==> config.mk <==
export PLATFORM = sky130hd
export DESIGN_NAME = add_accum_lanes_flat
export DESIGN_NICKNAME = d
export VERILOG_FILES = /design/src/rtl/add_accum_lanes_if.sv /design/src/rtl/add_accum_lanes.sv /design/src/flat_wrapper.sv
export SDC_FILE = /design/constraint.sdc
export NUM_CORES = 2
export LEC_CHECK = 0
export CORE_MARGIN = 2
export CORE_UTILIZATION = 52
export CTS_BUF_LIST = sky130_fd_sc_hd__clkbuf_2
export CTS_CLUSTER_SIZE = 24
export DETAILED_ROUTE_END_ITERATION = 10
export PLACE_DENSITY = 0.79
export SETUP_SLACK_MARGIN = 0.4
export SKIP_CTS_REPAIR_TIMING = 1
export SLEW_MARGIN = 20
export SYNTH_ARGS = -nofsm -noshare
export SYNTH_HDL_FRONTEND = slang
export SYNTH_SLANG_ARGS = --single-unit
export TNS_END_PERCENT = 5
==> constraint.sdc <==
create_clock -name clk -period 5.05 [get_ports clk]
set_input_delay 1.01 -clock clk [delete_from_list [all_inputs] [get_ports clk]]
set_output_delay 1.01 -clock clk [all_outputs]
set_load 0.01 [all_outputs]
==> src/rtl/add_accum_lanes_if.sv <==
// Valid/ready bundle for the multi-lane add/subtract accumulator.
// The master drives operand beats and result acceptance; the slave answers.
interface add_accum_lanes_if #(
    parameter int WIDTH = 32,
    parameter int LANES = 7
);
    logic                   in_valid;
    logic                   in_ready;
    logic                   in_first;
    logic                   in_last;
    logic                   in_sub;
    logic [LANES*WIDTH-1:0] a_in;
    logic                   out_valid;
    logic                   out_ready;
    logic [LANES*WIDTH-1:0] sum_out;
    logic [LANES-1:0]       ovf_out;

    modport master (
        output in_valid, in_first, in_last, in_sub, a_in, out_ready,
        input  in_ready, out_valid, sum_out, ovf_out
    );

    modport slave (
        input  in_valid, in_first, in_last, in_sub, a_in, out_ready,
        output in_ready, out_valid, sum_out, ovf_out
    );
endinterface

==> src/rtl/add_accum_lanes.sv <==
// Framed per-lane fixed-point add/subtract accumulator with optional
// saturation, sticky per-lane overflow and a registered valid/ready result.
module add_accum_lanes #(
    parameter int WIDTH        = 32,
    parameter int DECIMAL_BITS = 16,
    parameter int LANES        = 7,
    parameter bit SATURATE     = 1'b1
) (
    input  logic             clk,
    input  logic             rst_n,
    add_accum_lanes_if.slave bus
);
    typedef enum logic {
        IDLE,
        ACCUM
    } state_t;

    state_t                 r_state;
    state_t                 w_state_nxt;
    logic [LANES*WIDTH-1:0] r_acc;
    logic [LANES*WIDTH-1:0] r_sum;
    logic [LANES*WIDTH-1:0] w_res;
    logic [LANES-1:0]       r_sticky;
    logic [LANES-1:0]       r_ovf;
    logic [LANES-1:0]       w_ovf;
    logic                   r_valid;
    logic                   w_accept;
    logic                   w_first;

    if (DECIMAL_BITS < 0 || DECIMAL_BITS >= WIDTH) begin : g_bad_frac
        $error("DECIMAL_BITS must lie in [0, WIDTH)");
    end

    assign bus.in_ready  = rst_n & (~r_valid | bus.out_ready);
    assign bus.out_valid = r_valid;
    assign bus.sum_out   = r_sum;
    assign bus.ovf_out   = r_ovf;

    assign w_accept = bus.in_valid & bus.in_ready;
    // An idle block treats any beat as the start of a frame.
    assign w_first  = bus.in_first | (r_state == IDLE);

    for (genvar i = 0; i < LANES; i++) begin : g_lane
        logic [WIDTH-1:0] w_base;
        logic [WIDTH-1:0] w_a;
        logic [WIDTH:0]   w_t;
        logic             w_ov;

        assign w_base = w_first ? '0 : r_acc[i*WIDTH +: WIDTH];
        assign w_a    = bus.a_in[i*WIDTH +: WIDTH];
        assign w_t    = bus.in_sub
                      ? ({w_base[WIDTH-1], w_base} - {w_a[WIDTH-1], w_a})
                      : ({w_base[WIDTH-1], w_base} + {w_a[WIDTH-1], w_a});
        assign w_ov   = w_t[WIDTH] ^ w_t[WIDTH-1];
        assign w_ovf[i] = w_ov | (~w_first & r_sticky[i]);

        // w_t[WIDTH] is the true sign, so it selects the clamp rail.
        if (SATURATE) begin : g_sat
            assign w_res[i*WIDTH +: WIDTH] = w_ov
                ? {w_t[WIDTH], {(WIDTH-1){~w_t[WIDTH]}}}
                : w_t[WIDTH-1:0];
        end else begin : g_wrap
            assign w_res[i*WIDTH +: WIDTH] = w_t[WIDTH-1:0];
        end
    end

    always_comb begin
        w_state_nxt = r_state;
        if (w_accept) begin
            w_state_nxt = bus.in_last ? IDLE : ACCUM;
        end
    end

    always_ff @(posedge clk) begin
        if (!rst_n) begin
            r_state  <= IDLE;
            r_acc    <= '0;
            r_sticky <= '0;
            r_sum    <= '0;
            r_ovf    <= '0;
            r_valid  <= 1'b0;
        end else begin
            r_state <= w_state_nxt;
            if (w_accept) begin
                r_acc    <= w_res;
                r_sticky <= w_ovf;
            end
            if (w_accept & bus.in_last) begin
                r_valid <= 1'b1;
                r_sum   <= w_res;
                r_ovf   <= w_ovf;
            end else if (bus.out_ready) begin
                r_valid <= 1'b0;
            end
        end
    end
endmodule

==> src/flat_wrapper.sv <==
// flat-port wrapper written by rule: the top's interface ports become plain ports
module add_accum_lanes_flat 
#(
    parameter int WIDTH        = 32,
    parameter int DECIMAL_BITS = 16,
    parameter int LANES        = 7,
    parameter bit SATURATE     = 1'b1
)
  (clk, rst_n, bus_in_valid, bus_in_first, bus_in_last, bus_in_sub, bus_a_in, bus_out_ready, bus_in_ready, bus_out_valid, bus_sum_out, bus_ovf_out);
  add_accum_lanes_if #(.WIDTH(WIDTH), .LANES(LANES)) bus_i ();
  input  logic clk;
  input  logic rst_n;
  input wire logic [$bits(bus_i.in_valid)-1:0] bus_in_valid;
  input wire logic [$bits(bus_i.in_first)-1:0] bus_in_first;
  input wire logic [$bits(bus_i.in_last)-1:0] bus_in_last;
  input wire logic [$bits(bus_i.in_sub)-1:0] bus_in_sub;
  input wire logic [$bits(bus_i.a_in)-1:0] bus_a_in;
  input wire logic [$bits(bus_i.out_ready)-1:0] bus_out_ready;
  output wire logic [$bits(bus_i.in_ready)-1:0] bus_in_ready;
  output wire logic [$bits(bus_i.out_valid)-1:0] bus_out_valid;
  output wire logic [$bits(bus_i.sum_out)-1:0] bus_sum_out;
  output wire logic [$bits(bus_i.ovf_out)-1:0] bus_ovf_out;
  assign bus_i.in_valid = bus_in_valid;
  assign bus_i.in_first = bus_in_first;
  assign bus_i.in_last = bus_in_last;
  assign bus_i.in_sub = bus_in_sub;
  assign bus_i.a_in = bus_a_in;
  assign bus_i.out_ready = bus_out_ready;
  assign bus_in_ready = bus_i.in_ready;
  assign bus_out_valid = bus_i.out_valid;
  assign bus_sum_out = bus_i.sum_out;
  assign bus_ovf_out = bus_i.ovf_out;
  add_accum_lanes #(.WIDTH(WIDTH), .DECIMAL_BITS(DECIMAL_BITS), .LANES(LANES), .SATURATE(SATURATE)) u_core (.clk(clk), .rst_n(rst_n), .bus(bus_i));
endmodule
==> out/metrics.csv <==
stage,metric,value,unit
timing,final worst-path cycle share,92.7,%
critical_path,reg-to-reg endpoint,u_core.bus.sum_out[61]$_SDFFE_PN0P_,
critical_path,delay of the slowest cell on the worst path,450,ps
placed_design,placed cells,6663,
global_routing,global route overflow,0,
placed_design,DP HPWL,100000,µm
clocking,# clock sinks,464,
timing,RSZ-0062 raised after global routing,true,
placed_design,DP Worst Slack,-884,ps
synthesis,Mapped Nets,4958,
timing,crit path time final,4680,ps
timing,Peak Freq,214,MHz
clocking,Clock Tree Buf Depth,3,
route,post-route ant nets,0,
cells_and_area,"commonest non-fill, non-tap cell in the layout",buf_4,
floorplan,Die Span Y,260,µm
cells_and_area,Syn-to-layout area delta,44.5,%
critical_path,CP cell instances,clkdlybuf4s50_1 > or3_1 > or3_4 > nor2_2 > and2_1 > nand3b_1 > o41ai_2 > xor2_1 > ha_1 > nand4_1 > nor4_1 > inv_1 > nor4_2 > a211oi_4 > xnor2_4 > buf_4 > o21ai_2 > buf_12 > o21ai_0,
synthesis,Synth Register Bits,464,
clocking,clk root buf,clkbuf_2,
hold_path,Hold Path Origin,rst_n,
critical_path,reg2reg path depth,17,
route,via/cell ratio,5.76,
placed_design,Buffers on Ports,463,
clocking,Clock transition at path regs,110,ps
timing,TNS Setup,0,ps
critical_path,CP arrival,5810,ps
global_routing,initial antenna violation count,4,
synthesis,Synth warnings,0,
global_routing,largest net degree at the start of global routing,99,
timing,worst slew pin tran,1060,ps
pwr,worst vdd ir,246,µV
timing,Max Slew Vio Count,0,
cells_and_area,post-route cell area,49400,µm²
synthesis,Mapped Area,34200,µm²
placed_design,Placed Area,47900,µm²
synthesis,"Async S/R FF share, synth",0,%
pwr,Power Total,11.3,mW
floorplan,IO Pins,464,
placed_design,placer's final routability congestion estimate,0.985,
global_routing,gr usage total,36.7,%
critical_path,required time of the worst setup path,6180,ps
pwr,Leakage,22.2,nW
floorplan,Die W,260,µm
cells_and_area,Layout Cells excl Fill,6893,
synthesis,Post-synth EDFFs,0,
route,routed len/inst,18.7,µm
critical_path,worst reg2reg setup slack,800,ps
cells_and_area,Final nets,6404,
floorplan,row cnt,93,
critical_path,CP endpoint kind,flip-flop,
critical_path,"Slowest-stage cell, CP",clkdlybuf4s50_1,
timing,Worst Slack Setup Final,371,ps
synthesis,post-synthesis sequential area ratio,27.2,%
synthesis,syn_area_per_cell,7.61,µm²
cells_and_area,final design utilization,76.3,%
outcome,run status,finished clean,
timing,final setup violation count,0,
hold_path,cell count of the worst hold path,3,
timing,Hold Slack,191,ps
run,maxcap violations,0,
clocking,CTS tree,done,
synthesis,Synth area leader,dfxtp_1,
global_routing,first-pass GRT wire length,200000,µm
hold_path,worst min path class,in2reg,
route,total number of vias,39700,
critical_path,Setup crit start kind,input port,
floorplan,die footprint,67800,µm²
hold_path,hold worst-path end,u_core.bus.out_valid$_SDFFE_PN0P_,
route,DR pass1 iterations,6,
clocking,H-tree depth,3,
synthesis,share of the synthesized area in the top cell type,27.2,%
clocking,cts bufs inserted,121,
critical_path,WS Path Type,in2reg,
route,final wirelength,129000,µm
timing,Fin. Hold Viols,0,
clocking,worst skew pair latency,1310,ps
synthesis,synth top area cells,"dfxtp_1, ha_1, xnor2_1",
critical_path,"critical path fanouts, max",22,
cells_and_area,most frequent cells in the layout,"buf_4, nand2_1, a21oi_1",
timing,Slew HR,29.5,%
synthesis,library cells used by synthesis,94,
floorplan,Starting Density,52.8,%
cells_and_area,filler cell count,4878,
floorplan,Core Region,64700,µm²
pwr,PwrDens,229,nW/µm²
route,First DRT Iteration DRCs,3183,
cells_and_area,layout cell share with drive strength beyond 1,23.5,%
timing,clk_skew,151,ps
route,DRC Markers,0,
synthesis,Synth Flop Type,dfxtp_1,
synthesis,Mapped Cells,4489,
global_routing,number of global-route vias before repair,38500,
critical_path,FF-to-FF Start,u_core.r_state$_SDFFE_PN0P_,
## report_power, final
part           switching, mW  leakage, nW  internal [mW]
Sequential             0.240         3.82           4.04
Clock                   1.76        0.867           1.17
Combinational           2.10         17.5           2.01
Total                   4.10         22.2           7.22
## how the worst max path moves through the flow
stage,slack [ps],cells after the start,to,startpoint
after floorplan,-40,20,u_core.r_acc[103]$_SDFFE_PN0P_,bus_a_in[100]
after CTS,390,19,u_core.bus.sum_out[0]$_SDFFE_PN0P_,bus_a_in[5]
after global routing,310,23,u_core.bus.sum_out[105]$_SDFFE_PN0P_,bus_a_in[100]
after detailed placement,-880,18,u_core.bus.sum_out[20]$_SDFFE_PN0P_,bus_a_in[5]
final,370,19,u_core.r_acc[20]$_SDFFE_PN0P_,bus_a_in[6]
after global placement,-800,19,u_core.bus.sum_out[8]$_SDFFE_PN0P_,bus_a_in[5]
## layer usage
metal | vias up | GRT usage, % | routed length [µm]
met5 | - | 0 | 11
met4 | 2 | 16.9 | 5990
met3 | 350 | 8.24 | 11400
met2 | 1652 | 59.3 | 58400
met1 | 18600 | 46.5 | 53300
li1 | 19100 | - | -
## synth_stat cells, types with 40 or more instances
cell / count
nand2_1: 497
a21o_1: 101
xor2_1: 113
a21oi_1: 472
o21ai_0: 485
ha_1: 231
nand4_1: 40
inv_1: 94
nor2_1: 304
nand3_1: 83
a31oi_1: 54
and2_1: 233
clkbuf_1: 206
dfxtp_1: 464
xnor2_1: 311
nor3_1: 70
## area by class of cell
class	instances	area (µm²)	share of cell area, %
multi-input combinational	3689	24100	48.9
timing repair buffer	1564	13300	27.0
sequential	464	9290	18.8
tap	855	1070	2.17
clock buffer	153	766	1.55
clock inverter	68	442	0.894
inverter	95	357	0.722
antenna	5	12.5	0.0253
## registers in the layout, indices dropped and copies added, names as in the netlist
register and count:
u_core.bus.sum_out 224, u_core.bus.ovf_out 7, u_core.bus.out_valid 1, u_core.r_sticky 7, u_core.r_state 1, u_core.r_acc 224
## cell families after synthesis
family	share of synthesized area, %
XOR/XNOR	11.0
adder cells (fa/ha/maj)	9.76
buffers and inverters	3.86
flip-flops	27.2
AND/OR/NAND/NOR	20.9
multiplexers	0.443
AO/OA/AOI/OAI	26.8
## critical path: cells and delay by family
kind,cells,cell delay (ps)
compound gates,4,720
fa+ha+maj,1,380
simple gates,8,2210
buf+inv,4,990
xor+xnor,2,480
(Power assumes the default switching activity.)
